## config.mk

```make
export PLATFORM = sky130hd
export DESIGN_NAME = esm_instr_alloc
export DESIGN_NICKNAME = d
export VERILOG_FILES = /design/src/rtl/esm_pkg.sv /design/src/rtl/esm_reg_decode.sv /design/src/rtl/esm_instr_alloc.sv
export SDC_FILE = /design/constraint.sdc
export NUM_CORES = 1
export LEC_CHECK = 0
export BUFFER_PORTS_ARGS = -buffer_cell sky130_fd_sc_hd__buf_4
export CAP_MARGIN = 20
export CORE_MARGIN = 5
export CORE_UTILIZATION = 60
export CTS_BUF_LIST = sky130_fd_sc_hd__clkbuf_4 sky130_fd_sc_hd__clkbuf_8
export DETAILED_ROUTE_END_ITERATION = 16
export MAX_ROUTING_LAYER = met4
export PLACE_DENSITY_LB_ADDON = 0.25
export REMOVE_ABC_BUFFERS = 1
export SETUP_SLACK_MARGIN = 0.4
export SLEW_MARGIN = 15
export SYNTH_ARGS = -nofsm -noshare
export SYNTH_HDL_FRONTEND = slang
export SYNTH_SLANG_ARGS = --single-unit
```

## constraint.sdc

```tcl
create_clock -name clk -period 6.8 [get_ports clk]
set_input_delay 0.68 -clock clk [delete_from_list [all_inputs] [get_ports clk]]
set_output_delay 0.68 -clock clk [all_outputs]
set_load 0.02 [all_outputs]
```

## src/rtl/esm_pkg.sv

```systemverilog
// Shared definitions for the ESM instruction allocator: RV32 opcodes and
// the per-instruction register-usage record.
`timescale 1ns/1ps
package esm_pkg;

  localparam logic [6:0] OP_R      = 7'b0110011;
  localparam logic [6:0] OP_IMM    = 7'b0010011;
  localparam logic [6:0] OP_LOAD   = 7'b0000011;
  localparam logic [6:0] OP_JALR   = 7'b1100111;
  localparam logic [6:0] OP_STORE  = 7'b0100011;
  localparam logic [6:0] OP_BRANCH = 7'b1100011;
  localparam logic [6:0] OP_LUI    = 7'b0110111;
  localparam logic [6:0] OP_AUIPC  = 7'b0010111;
  localparam logic [6:0] OP_JAL    = 7'b1101111;

  typedef struct packed {
    logic use_rd;
    logic use_rs1;
    logic use_rs2;
  } reg_use_t;

  // Which architectural register fields an opcode actually reads or writes.
  function automatic reg_use_t reg_usage(input logic [6:0] opcode);
    reg_use_t u;
    u = '0;
    case (opcode)
      OP_R:                      u = '{use_rd: 1'b1, use_rs1: 1'b1, use_rs2: 1'b1};
      OP_IMM, OP_LOAD, OP_JALR:  u = '{use_rd: 1'b1, use_rs1: 1'b1, use_rs2: 1'b0};
      OP_STORE, OP_BRANCH:       u = '{use_rd: 1'b0, use_rs1: 1'b1, use_rs2: 1'b1};
      OP_LUI, OP_AUIPC, OP_JAL:  u = '{use_rd: 1'b1, use_rs1: 1'b0, use_rs2: 1'b0};
      default:                   u = '0;
    endcase
    return u;
  endfunction

endpackage

```

## src/rtl/esm_reg_decode.sv

```systemverilog
// Combinational register-field decoder: extracts rd/rs1/rs2 from an RV32
// instruction, zeroing fields the opcode does not use.
// Optional feature macro: ESM_REG_RANGE_CHECK_EN (flags fields >= regnum).
`timescale 1ns/1ps
module esm_reg_decode
  import esm_pkg::*;
#(
  parameter int regnum = 16
) (
  input  logic [24:0]                 instr,
  output logic [$clog2(regnum)-1:0]   rd,
  output logic [$clog2(regnum)-1:0]   rs1,
  output logic [$clog2(regnum)-1:0]   rs2
`ifdef ESM_REG_RANGE_CHECK_EN
  ,
  output logic                        range_err
`endif
);

  localparam int RW = $clog2(regnum);

  logic [4:0] rd_f;
  logic [4:0] rs1_f;
  logic [4:0] rs2_f;
  reg_use_t   use_v;

  // Raw field extraction and opcode usage lookup.
  always_comb begin
    rd_f  = instr[11:7];
    rs1_f = instr[19:15];
    rs2_f = instr[24:20];
    use_v = reg_usage(instr[6:0]);
  end

`ifdef ESM_REG_RANGE_CHECK_EN
  logic rd_oor;
  logic rs1_oor;
  logic rs2_oor;

  // Used fields naming a register beyond regnum are reported and forced to 0.
  always_comb begin
    rd_oor    = use_v.use_rd  && ({27'd0, rd_f}  >= 32'(regnum));
    rs1_oor   = use_v.use_rs1 && ({27'd0, rs1_f} >= 32'(regnum));
    rs2_oor   = use_v.use_rs2 && ({27'd0, rs2_f} >= 32'(regnum));
    range_err = rd_oor || rs1_oor || rs2_oor;
    rd  = (use_v.use_rd  && !rd_oor)  ? rd_f[RW-1:0]  : '0;
    rs1 = (use_v.use_rs1 && !rs1_oor) ? rs1_f[RW-1:0] : '0;
    rs2 = (use_v.use_rs2 && !rs2_oor) ? rs2_f[RW-1:0] : '0;
  end
`else
  // Upper field bits above RW are dropped silently in this build.
  logic unused_hi_bits;
  assign unused_hi_bits = ^{rd_f, rs1_f, rs2_f};

  // Used fields are truncated to RW bits; unused fields read as register 0.
  always_comb begin
    rd  = use_v.use_rd  ? rd_f[RW-1:0]  : '0;
    rs1 = use_v.use_rs1 ? rs1_f[RW-1:0] : '0;
    rs2 = use_v.use_rs2 ? rs2_f[RW-1:0] : '0;
  end
`endif

endmodule

```

## src/rtl/esm_instr_alloc.sv

```systemverilog
// ESM instruction allocator: accepts instructions, places each in the lowest
// free buffer slot, and strobes its decoded registers to the tracking table.
// Slots are released out of order by the issue logic.
// Optional feature macro: ESM_REG_RANGE_CHECK_EN (adds sticky reg_err output).
`timescale 1ns/1ps
module esm_instr_alloc
  import esm_pkg::*;
#(
  parameter int bs     = 32,
  parameter int regnum = 16,
  parameter int IW     = 32
) (
  input  logic                        clk,
  input  logic                        rst,
  input  logic                        in_valid,
  output logic                        in_ready,
  input  logic [IW-1:0]               in_instr,
  output logic                        alloc_we,
  output logic [$clog2(bs)-1:0]       alloc_index,
  output logic [$clog2(regnum)-1:0]   alloc_rd,
  output logic [$clog2(regnum)-1:0]   alloc_rs1,
  output logic [$clog2(regnum)-1:0]   alloc_rs2,
  input  logic                        rel_valid,
  input  logic [$clog2(bs)-1:0]       rel_index,
  input  logic [$clog2(bs)-1:0]       rd_index,
  output logic [IW-1:0]               rd_instr,
  output logic                        rd_slot_valid,
  output logic [$clog2(bs):0]         count,
  output logic                        full,
  output logic                        empty,
  output logic                        rel_err
`ifdef ESM_REG_RANGE_CHECK_EN
  ,
  output logic                        reg_err
`endif
);

  localparam int BW = $clog2(bs);
  localparam int RW = $clog2(regnum);

  logic [bs-1:0] occ_q, occ_d;
  logic [BW:0]   count_q, count_d;
  logic          alloc_we_q, alloc_we_d;
  logic [BW-1:0] alloc_index_q, alloc_index_d;
  logic [RW-1:0] alloc_rd_q, alloc_rd_d;
  logic [RW-1:0] alloc_rs1_q, alloc_rs1_d;
  logic [RW-1:0] alloc_rs2_q, alloc_rs2_d;
  logic          rel_err_q, rel_err_d;
  logic [IW-1:0] storage_q [bs];

  logic [BW-1:0] free_idx;
  logic          accept;
  logic          rel_ok;
  logic          rel_bad;
  logic [RW-1:0] dec_rd, dec_rs1, dec_rs2;

`ifdef ESM_REG_RANGE_CHECK_EN
  logic dec_range_err;
  logic reg_err_q, reg_err_d;

  esm_reg_decode #(.regnum(regnum)) u_decode (
    .instr     (in_instr[24:0]),
    .rd        (dec_rd),
    .rs1       (dec_rs1),
    .rs2       (dec_rs2),
    .range_err (dec_range_err)
  );
`else
  esm_reg_decode #(.regnum(regnum)) u_decode (
    .instr (in_instr[24:0]),
    .rd    (dec_rd),
    .rs1   (dec_rs1),
    .rs2   (dec_rs2)
  );
`endif

  // Lowest-index free slot of the current (pre-release) bitmap.
  always_comb begin
    free_idx = '0;
    for (int i = bs - 1; i >= 0; i--) begin
      if (!occ_q[i]) free_idx = BW'(i);
    end
  end

  // Status and handshake, all from registered state so release cannot reach in_ready.
  always_comb begin
    full          = (count_q == (BW+1)'(bs));
    empty         = (count_q == '0);
    in_ready      = !rst && !full;
    count         = count_q;
    rd_instr      = storage_q[rd_index];
    rd_slot_valid = occ_q[rd_index];
    alloc_we      = alloc_we_q;
    alloc_index   = alloc_index_q;
    alloc_rd      = alloc_rd_q;
    alloc_rs1     = alloc_rs1_q;
    alloc_rs2     = alloc_rs2_q;
    rel_err       = rel_err_q;
  end

  // Next-state: allocation sets a free bit, a valid release clears an occupied bit.
  always_comb begin
    accept  = in_valid && in_ready;
    rel_ok  = rel_valid && occ_q[rel_index];
    rel_bad = rel_valid && !occ_q[rel_index];

    occ_d = occ_q;
    if (accept) occ_d[free_idx] = 1'b1;
    if (rel_ok) occ_d[rel_index] = 1'b0;

    count_d = count_q;
    if (accept && !rel_ok) count_d = count_q + 1'b1;
    else if (!accept && rel_ok) count_d = count_q - 1'b1;

    alloc_we_d    = accept;
    alloc_index_d = accept ? free_idx : alloc_index_q;
    alloc_rd_d    = accept ? dec_rd   : alloc_rd_q;
    alloc_rs1_d   = accept ? dec_rs1  : alloc_rs1_q;
    alloc_rs2_d   = accept ? dec_rs2  : alloc_rs2_q;

    rel_err_d = rel_err_q || rel_bad;
  end

`ifdef ESM_REG_RANGE_CHECK_EN
  // Range error becomes visible together with the strobe and stays until reset.
  always_comb begin
    reg_err_d = reg_err_q || (accept && dec_range_err);
    reg_err   = reg_err_q;
  end

  // Sticky range-error flag register.
  always_ff @(posedge clk or posedge rst) begin
    if (rst) reg_err_q <= 1'b0;
    else     reg_err_q <= reg_err_d;
  end
`endif

  // Control state registers, cleared immediately on reset.
  always_ff @(posedge clk or posedge rst) begin
    if (rst) begin
      occ_q         <= '0;
      count_q       <= '0;
      alloc_we_q    <= 1'b0;
      alloc_index_q <= '0;
      alloc_rd_q    <= '0;
      alloc_rs1_q   <= '0;
      alloc_rs2_q   <= '0;
      rel_err_q     <= 1'b0;
    end else begin
      occ_q         <= occ_d;
      count_q       <= count_d;
      alloc_we_q    <= alloc_we_d;
      alloc_index_q <= alloc_index_d;
      alloc_rd_q    <= alloc_rd_d;
      alloc_rs1_q   <= alloc_rs1_d;
      alloc_rs2_q   <= alloc_rs2_d;
      rel_err_q     <= rel_err_d;
    end
  end

  // Instruction storage has no reset; occupancy decides what is meaningful.
  always_ff @(posedge clk) begin
    if (accept) storage_q[free_idx] <= in_instr;
  end

endmodule
```

==> flow_metrics.tcl, run 1 <==
set metrics [dict create \
    cts_buffers 166 \
    design.core.area_um2 70150 \
    cts_setup_buffers 0 \
    vias_per_cell 6.711 \
    grt_pass1_wl_um 147800 \
    setup_viol 0 \
    clock_power_share 0.376 \
    hold_path_class "in -> reg" \
    final_area_um2 48250 \
    synth_cell_types 70 \
    pwr-share-seq 0.535 \
    first_pass_iters 5 \
    multi_input_area_um2 10040 \
    p_sw_mw 3.266 \
    grt_overflow 0 \
    start_kind "primary input" \
    path_max_fanout 71 \
    synth_common_cells "edfxtp_1 (1,024), mux4_2 (334), dfrtp_1 (57)" \
    hold_viol_final 0 \
    wl_per_cell_um 31.78 \
    htree_num_levels 4 \
    hold_ws_ps 163.1 \
    grt_pass1_vias 21650 \
    ir_drop_mv 0.2051 \
    leakagePower_nw 15.46 \
    clockBufferDepth 3 \
    clock_sinks 1081 \
    nNetsFinal 2152 \
    swShare 0.2314 \
    cts_tree "done" \
    routed_wl_um 100800 \
    ctsHoldBuffers 0 \
    antenna_found_initial 4 \
    initial_core_util 0.6067 \
    end_kind "output pin" \
    grt_max_degree 110 \
    post_dp_cell_area_um2 44850 \
    powerDensity_nw_per_um2 292.5 \
    cts_resized 0 \
    rsz0062_at_grt "false" \
    finalWeightedCongestion 0.8901 \
    finalCriticalPeriod_ps 4159 \
    ant_nets 0 \
    cts_root_buf "clkbuf_8" \
    cap_viol_max_count 0 \
    grt.total_usage 0.2750 \
    yosys.area.top_type "edfxtp_1" \
    drc 0 \
    postSynthCellCount 1864 \
    fin_crit_sh 0.6116 \
    row_count 97 \
    num_vias 21290 \
    drive_gt1_frac 0.3830 \
    clk_latency_ps 810 \
    async_reset_ff_frac 0.05273 \
    ios 107 \
    pre_cts_ws_ps 2503 \
    slew_viol_final 0 \
    slew_headroom 0.1993 \
    crit_type "in -> out" \
    outcome "completed" \
    dpl.hpwl_um 54610 \
    synth_warnings 0 \
    crit_arrival_ps 3480 \
    synth_edf_count 1024 \
    areaGrowthSynthToFinish_pct 13.36 \
    synth_most_common_cell "edfxtp_1" \
    yosysSeqAreaShare 0.7560 \
    synthFlopType "edfxtp_1" \
    die_w_um 276.3 \
    io_buffers 106 \
    syn-mean-instance-area_um2 22.83 \
    synth_top_area_share 0.7224 \
    drt_iter0_markers 2881 \
    finalPower_mw 14.11 \
    worst_slack_ps 2641 \
    finClkSkew_ps 28.59 \
    die_h_um 276.3 \
    synth_area_um2 42560 \
    die-area_um2 76370 \
    netlist_top_cells_area "edfxtp_1 (72%), mux4_2 (18%), dfrtp_1 (3.4%)" \
    p_int_mw 10.85 \
    max_freq_mhz 240.4 \
    synth-seq-cells 1081 \
    final_util 0.6878 \
    regArea_um2 32180 \
    cp_data_required_time_ps 6120 \
    clk_pin_slew_ps 60 \
    worstMarginPinSlew_ps 1198 \
    n_fill_cell 4315 \
    power_frac_comb 0.089 \
]
layout by cell type (no fill, tap or decap), types with 7 or more instances in the layout:
master and instances:
nor3_2 7, nand2_1 29, o21ai_0 19, o22a_1 8
nor2_1 18, buf_12 7, a31oi_1 9, mux2i_1 7
clkbuf_4 61, clkinv_2 12, clkinv_1 30, nor3_1 9
a21oi_1 17, nand3_1 8, buf_4 152, dfrtp_1 57
inv_1 27, nor2_4 21, o22ai_1 13, mux2_2 36
edfxtp_1 1024, nand4_1 15, clkbuf_8 179, mux4_2 334
a22o_1 9
per-stage QoR:
| step | cells | setup TNS (ps) |
|---|---|---|
| after detailed placement | 2868 | 0 |
| after floorplan | 1765 | -7848 |
| after CTS | 3163 | 0 |
| after global placement | 2863 | 0 |
| after global routing | 3171 | 0 |
| final | 3172 | 0 |
final timing paths:
path	start	endpoint	slack, ps	cells after the start
worst max-delay path	rd_index[0]	rd_instr[24]	2640	6
worst min-delay path	rel_valid	rel_err$_DFF_PP0_	160	2
worst max register to register	occ_q[6]$_DFF_PP0_	storage_q[30][21]$_DFFE_PP_	2690	8
worst min register to register	rel_err$_DFF_PP0_	rel_err$_DFF_PP0_	460	1
max in group asynchronous	rst	alloc_rd[0]$_DFFE_PP0P_	6000	3
min in group asynchronous	rst	alloc_rs2[1]$_DFFE_PP0P_	210	3
layout make-up:
type                    count  share of cell area
multi-input cells         656              0.2081
diodes                      5           0.0002593
well taps                 940             0.02438
flip-flops and latches   1081              0.6669
clock buffers             240             0.06055
inverters                  28            0.002178
clock inverters            55            0.007572
repair buffers            167             0.03013
power groups by stage:
stage                     clock network (mW)  registers (mW)  logic [mW]
after floorplan                            0            7.69       0.615
after global placement                     0            7.67        1.22
after detailed placement                   0            7.68        1.27
after CTS                               5.38            7.54        1.27
after global routing                    5.75            7.55        1.34
final                                   5.31            7.55        1.26
kinds of logic (layout without fill, tap and decap cells):
logic type	count (synthesis)	after routing	share of synthesized area
flops	1081	1081	0.7560
mux	380	380	0.1898
xor+xnor	5	5	0.001029
compound gates	111	111	0.01817
other cells	0	5	0
buf+inv	127	490	0.01396
fa+ha+maj	6	6	0.001940
simple gates	154	154	0.01920
critical path, cell delays in order:
cell    delay [ps]
buf_8          560
buf_4          570
mux4_2         570
mux4_2         500
mux2_2         280
buf_4          160
registers in the layout (all words and copies together), names as in the netlist:
name	cells
alloc_we	1
count	6
occ_q	32
alloc_rs1	4
storage_q	1024
alloc_rd	4
alloc_rs2	4
alloc_index	5
rel_err	1
routing by layer:
layer / global-route usage / wire (um)
met1: 0.3932 / 39760
met2: 0.4152 / 49170
met3: 0.06454 / 10000
met4: 0.06902 / 1869
met5: - / 0
Note: power is estimated with default switching activity, not from simulation.
==> run 2, diff against run 1 <==
==> constraint.sdc (replaced) <==
create_clock -name clk -period 3.9 [get_ports clk]
set_input_delay 0.39 -clock clk [delete_from_list [all_inputs] [get_ports clk]]
set_output_delay 0.39 -clock clk [all_outputs]
set_load 0.02 [all_outputs]
==> run 2 against run 1 <==
  * Final area increased by 1.6%
  * Global-route usage increased by 0.27 points
  * Final cell count increased by 2.6%
  * Combinational power increased by 90%
  * Critical endpoint is now storage_q[25][25]$_DFFE_PP_
  * Largest cell class unchanged
==> flow_metrics.tcl, run 2 (synthesis results as in run 1) <==
set metrics [dict create \
    outcome "completed" \
    finalWeightedCongestion 0.9330 \
    leakagePower_nw 15.80 \
    largest-register "storage_q" \
    grt_max_degree 58 \
    reg2reg_depth 6 \
    dpl.hpwl_um 57170 \
    num_vias 21370 \
    die_h_um 276.3 \
    grt_pass1_vias 22200 \
    io_buffers 106 \
    fin_tns_setup_ps 0 \
    vias_per_cell 6.564 \
    initial_core_util 0.6067 \
    row_count 97 \
    finalCriticalPeriod_ps 3362 \
    cts_buffers 167 \
    grt.total_usage 0.2777 \
    areaGrowthSynthToFinish_pct 15.19 \
    p_sw_mw 5.826 \
    drt_iter0_markers 2583 \
    drive_gt1_frac 0.3850 \
    final_util 0.6989 \
    routed_wl_um 102400 \
    cap_viol_max_count 0 \
    clockBufferDepth 3 \
    htree_num_levels 4 \
    power_frac_comb 0.097 \
    path_max_fanout 18 \
    hold_viol_final 0 \
    crit_type "reg -> reg" \
    pwr-share-seq 0.536 \
    slew_viol_final 0 \
    antenna_found_initial 1 \
    pre_cts_ws_ps 167.2 \
    p_int_mw 18.71 \
    worst_slack_ps 537.6 \
    clk_pin_slew_ps 60 \
    slew_headroom 0.2392 \
    drc 0 \
    ios 107 \
    rsz0062_at_grt "true" \
    end_kind "register" \
    clock_power_share 0.367 \
    r2r_end "storage_q[25][25]$_DFFE_PP_" \
    cp_data_required_time_ps 4330 \
    hold_ws_ps 122.1 \
    regArea_um2 32180 \
    hold_start "rel_index[4]" \
    r2r_start "occ_q[14]$_DFF_PP0_" \
    ir_drop_mv 0.2916 \
    mostFrequentLayoutCells "edfxtp_1 (1,024), mux4_2 (334), clkbuf_8 (172), buf_4 (171), clkbuf_4 (57)" \
    cts_setup_buffers 0 \
    cts_root_buf "clkbuf_8" \
    hold_path_class "in -> reg" \
    swShare 0.2375 \
    clk_latency_ps 810 \
    nNetsFinal 2227 \
    holdPathEnd "occ_q[31]$_DFF_PP0_" \
    finalPower_mw 24.53 \
    final_common_cell "edfxtp_1" \
    finClkSkew_ps 28.05 \
    first_pass_iters 5 \
    die_w_um 276.3 \
    wl_per_cell_um 31.47 \
    n_fill_cell 4247 \
    grt_pass1_wl_um 149800 \
    powerDensity_nw_per_um2 500.4 \
    ant_nets 0 \
    fin_crit_sh 0.8621 \
    die-area_um2 76370 \
    grt_overflow 0 \
    whs_path_depth 3 \
    worstMarginPinSlew_ps 1133 \
    start_kind "register" \
    cts_tree "done" \
    max_freq_mhz 297.4 \
    clock_sinks 1081 \
    design.core.area_um2 70150 \
    largest_reg_flops 1024 \
    setup_viol 0 \
    crit_arrival_ps 3790 \
    multi_input_area_um2 10050 \
    r2r_slack_ps 540 \
]
run 2: changes by cell type in the layout (fill, tap and decap cells not counted), sizes merged, moves of 4 or more:
| cell | delta |
|---|---|
| buf | +38 |
| clkbuf | -11 |
| clkinv | +21 |
| diode | -4 |
| dlygate4sd3 | +36 |
| inv | +4 |
run 2: cell type report:
class | instances | share of cell area
Antenna cell | 1 | 0.00005104
Timing Repair Buffer | 241 | 0.04691
Clock inverter | 79 | 0.008651
Clock buffer | 229 | 0.05701
Multi-Input combinational cell | 656 | 0.2049
Inverter | 28 | 0.002144
Sequential cell | 1081 | 0.6563
Tap cell | 940 | 0.02399
run 2: power groups by stage:
stage | clock (mW) | combinational (mW) | sequential [mW]
floorplan | 0 | 1.07 | 13.4
global route | 9.77 | 2.53 | 13.2
CTS | 9.17 | 2.37 | 13.1
detailed placement | 0 | 2.33 | 13.4
finish | 9.00 | 2.39 | 13.1
global placement | 0 | 2.30 | 13.4
run 2: critical path: stages, from the launching register on:
cell      delay (ps)
dfrtp_1          510
nand4_1          290
nor4_2           380
nand2b_1         210
or3_4            470
nor2_4           540
buf_4            550
run 2: worst max-delay path by stage:
| stage | startpoint | endpoint | slack, ps |
|---|---|---|---|
| after floorplan | rst | storage_q[31][0]$_DFFE_PP_ | -2850 |
| after global placement | rel_index[1] | count[5]$_DFFE_PP0P_ | 160 |
| after detailed placement | rel_index[1] | count[5]$_DFFE_PP0P_ | 170 |
| after CTS | occ_q[8]$_DFF_PP0_ | count[5]$_DFFE_PP0P_ | 490 |
| after global routing | occ_q[8]$_DFF_PP0_ | count[5]$_DFFE_PP0P_ | 340 |
| final | occ_q[14]$_DFF_PP0_ | storage_q[25][25]$_DFFE_PP_ | 540 |
run 2: through the flow:
step                      area (um2)  instances
after CTS                      49000       3253
after detailed placement       45410       2909
after global routing           49030       3255
after floorplan                42070       1765
after global placement         45410       2908
final                          49030       3255
run 2: repair_timing:
action,in CTS,in global routing
endpoints found under the setup margin,1,53
pin swaps,0,1
hold endpoints to repair,1095,0
hold buffers,36,0
resized for setup,1,6
run 2: per-layer routing:
metal | global-route usage | up-vias | part of all wire
li1 | - | 8660 | -
met1 | 0.3888 | 11360 | 0.39
met2 | 0.4273 | 1215 | 0.49
met3 | 0.07146 | 135 | 0.099
met4 | 0.06057 | 0 | 0.017
met5 | - | - | 0
==> run 3, diff against run 2 <==
--- a/config.mk
+++ b/config.mk
@@ -18,4 +18,5 @@
 export SLEW_MARGIN = 15
 export SYNTH_ARGS = -nofsm -noshare
 export SYNTH_HDL_FRONTEND = slang
+export SYNTH_HIERARCHICAL = 1
 export SYNTH_SLANG_ARGS = --single-unit
==> run 3 against run 2 <==
  * Setup slack improved by 25 ps
  * Critical path type unchanged
  * Final cell count rose by 0.61%
  * Routed wire length fell by 0.46%
  * First-iteration DRC count rose by 1.5%
  * Critical path depth rose by 8
  * Largest cell class unchanged
  * Highest routed layer unchanged
  * Hold slack improved by 44 ps
  * Global-route usage barely moved
==> flow_metrics.tcl, run 3 <==
set metrics [dict create \
    mostFrequentLayoutCells "edfxtp_1 (1,024), mux4_2 (339), clkbuf_8 (167), buf_4 (162), nand2_1 (67)" \
    ir_drop_mv 0.3733 \
    initial_core_util 0.6064 \
    vias_per_cell 6.569 \
    path_max_fanout 9 \
    design.core.area_um2 70270 \
    hold_ws_ps 166.5 \
    die-area_um2 76460 \
    slew_viol_final 0 \
    grt.total_usage 0.2780 \
    cp_data_required_time_ps 4580 \
    die_h_um 276.5 \
    yosys.area.top_type "edfxtp_1" \
    nNetsFinal 2253 \
    io_buffers 106 \
    synth_top_area_share 0.7216 \
    ant_nets 0 \
    dpl.hpwl_um 54870 \
    rsz0062_at_grt "true" \
    grt_pass1_wl_um 149900 \
    synth_warnings 6 \
    areaGrowthSynthToFinish_pct 15.17 \
    yosysSeqAreaShare 0.7550 \
    leakagePower_nw 15.97 \
    ios 107 \
    crit_type "reg -> reg" \
    cap_viol_max_count 0 \
    start_kind "register" \
    antenna_found_initial 3 \
    multi_input_area_um2 10160 \
    netlist_top_cells_area "edfxtp_1 (72%), mux4_2 (18%), dfrtp_1 (3.3%)" \
    hold_path_class "in -> reg" \
    synthFlopType "edfxtp_1" \
    finClkSkew_ps 33.04 \
    cts_root_buf "clkbuf_8" \
    finalCriticalPeriod_ps 3338 \
    post_dp_cell_area_um2 45460 \
    postSynthCellCount 1891 \
    powerDensity_nw_per_um2 532.5 \
    largest_reg_flops 1024 \
    drive_gt1_frac 0.3795 \
    synth_common_cells "edfxtp_1 (1,024), mux4_2 (339), nand2_1 (67)" \
    clock_sinks 1081 \
    n_fill_cell 4184 \
    drc 0 \
    first_pass_iters 5 \
    worstMarginPinSlew_ps 1182 \
    async_reset_ff_frac 0.05273 \
    final_common_cell "edfxtp_1" \
    crit_arrival_ps 4020 \
    slew_headroom 0.2105 \
    regArea_um2 32180 \
    wl_per_cell_um 31.13 \
    finalWeightedCongestion 0.9547 \
    fin_crit_sh 0.8559 \
    final_area_um2 49080 \
    num_vias 21510 \
    cts_buffers 166 \
    row_count 97 \
    synth_most_common_cell "edfxtp_1" \
    clk_pin_slew_ps 70 \
    cts_tree "done" \
    cts_setup_buffers 0 \
    outcome "completed" \
    hold_viol_final 0 \
    routed_wl_um 102000 \
    syn-mean-instance-area_um2 22.54 \
    clockBufferDepth 3 \
    htree_num_levels 4 \
    final_util 0.6985 \
    setup_viol 0 \
    grt_pass1_vias 22210 \
    synth_edf_count 1024 \
    clk_latency_ps 820 \
    fin_tns_setup_ps 0 \
    end_kind "register" \
    grt_overflow 0 \
    max_freq_mhz 299.6 \
    die_w_um 276.5 \
    grt_max_degree 56 \
    synth_cell_types 61 \
    synth-seq-cells 1081 \
    synth_area_um2 42620 \
    largest-register "storage_q" \
    drt_iter0_markers 2622 \
]
run 3: cell count changes after synthesis, moves of 7 or more:
cell / previous run / this run
a21oi_1: 17 / 24
a22o_1: 9 / 0
buf_4: 15 / 7
inv_1: 28 / 13
nand2_1: 29 / 67
nand3_1: 8 / 19
nor2_1: 39 / 46
nor4_1: 8 / 1
o22ai_1: 13 / 1
run 3: power breakdown:
group	internal, mW	leakage (nW)	switching (mW)	total, mW
registers	13.3	9.95	0.272	13.6
clock network	4.80	1.70	4.26	9.06
logic	1.27	4.32	2.19	3.47
total	19.4	16.0	6.73	26.1
run 3: area by class of cell:
class | instances | share of cell area
multi-input cells | 699 | 0.2070
flip-flops and latches | 1081 | 0.6556
well taps | 940 | 0.02396
clock buffers | 227 | 0.05601
clock inverters | 72 | 0.009152
repair buffers | 237 | 0.04685
diodes | 3 | 0.0001530
inverters | 16 | 0.001224
run 3: repair_timing:
| item | in CTS | in global routing |
|---|---|---|
| gates resized for setup | 0 | 8 |
| hold endpoints to repair | 1081 | 0 |
| hold buffers | 39 | 0 |
| setup endpoints to repair | 0 | 43 |
run 3: kinds of logic (layout without fill, tap and decap cells):
logic type / count (synthesis) / count (layout) / synth area share
XOR/XNOR: 6 / 6 / 0.001233
other: 0 / 3 / 0
adder cells (fa/ha/maj): 6 / 6 / 0.001938
AND/OR/NAND/NOR: 218 / 218 / 0.02598
flip-flops: 1081 / 1081 / 0.7550
multiplexers: 381 / 381 / 0.1900
buffers and inverters: 111 / 552 / 0.01192
AO/OA/AOI/OAI: 88 / 88 / 0.01386
run 3: stage by stage:
stage	std cells	power, mW	setup slack [ps]
finish	3275	26.14	562.1
global route	3275	27.12	362.0
CTS	3272	26.27	435.6
detailed placement	2934	17.25	228.4
global placement	2933	17.16	275.4
floorplan	1796	15.42	-1051
run 3: path summary, 6_finish.rpt:
path / startpoint / slack, ps / cells after the start / to
min: in_valid / 170 / 5 / alloc_rd[2]$_DFFE_PP0P_
max: occ_q[8]$_DFF_PP0_ / 560 / 14 / count[5]$_DFFE_PP0P_
min reg2reg: rel_err$_DFF_PP0_ / 470 / 1 / rel_err$_DFF_PP0_
max reg2reg: occ_q[8]$_DFF_PP0_ / 560 / 14 / count[5]$_DFFE_PP0P_
max in group asynchronous: rst / 2720 / 4 / alloc_rd[1]$_DFFE_PP0P_
min in group asynchronous: rst / 350 / 3 / count[2]$_DFFE_PP0P_
run 3: worst max-delay path: stages (launching register included):
cell and delay (ps):
dfrtp_2 480, mux4_2 540, mux2i_2 210, mux4_2 290, nand2b_1 130, ha_1 200, inv_2 80, ha_1 280
a21o_1 200, a21oi_2 180, o21bai_1 80, a21oi_1 190, xnor2_1 140, nor2_1 60, xor2_1 150
run 3: metal layers:
layer | track usage | up-vias | wire length (um)
met5 | - | - | 0
met4 | 0.07607 | 0 | 2262
li1 | - | 8719 | -
met3 | 0.05214 | 149 | 9748
met1 | 0.4054 | 11400 | 40300
met2 | 0.4185 | 1243 | 49650
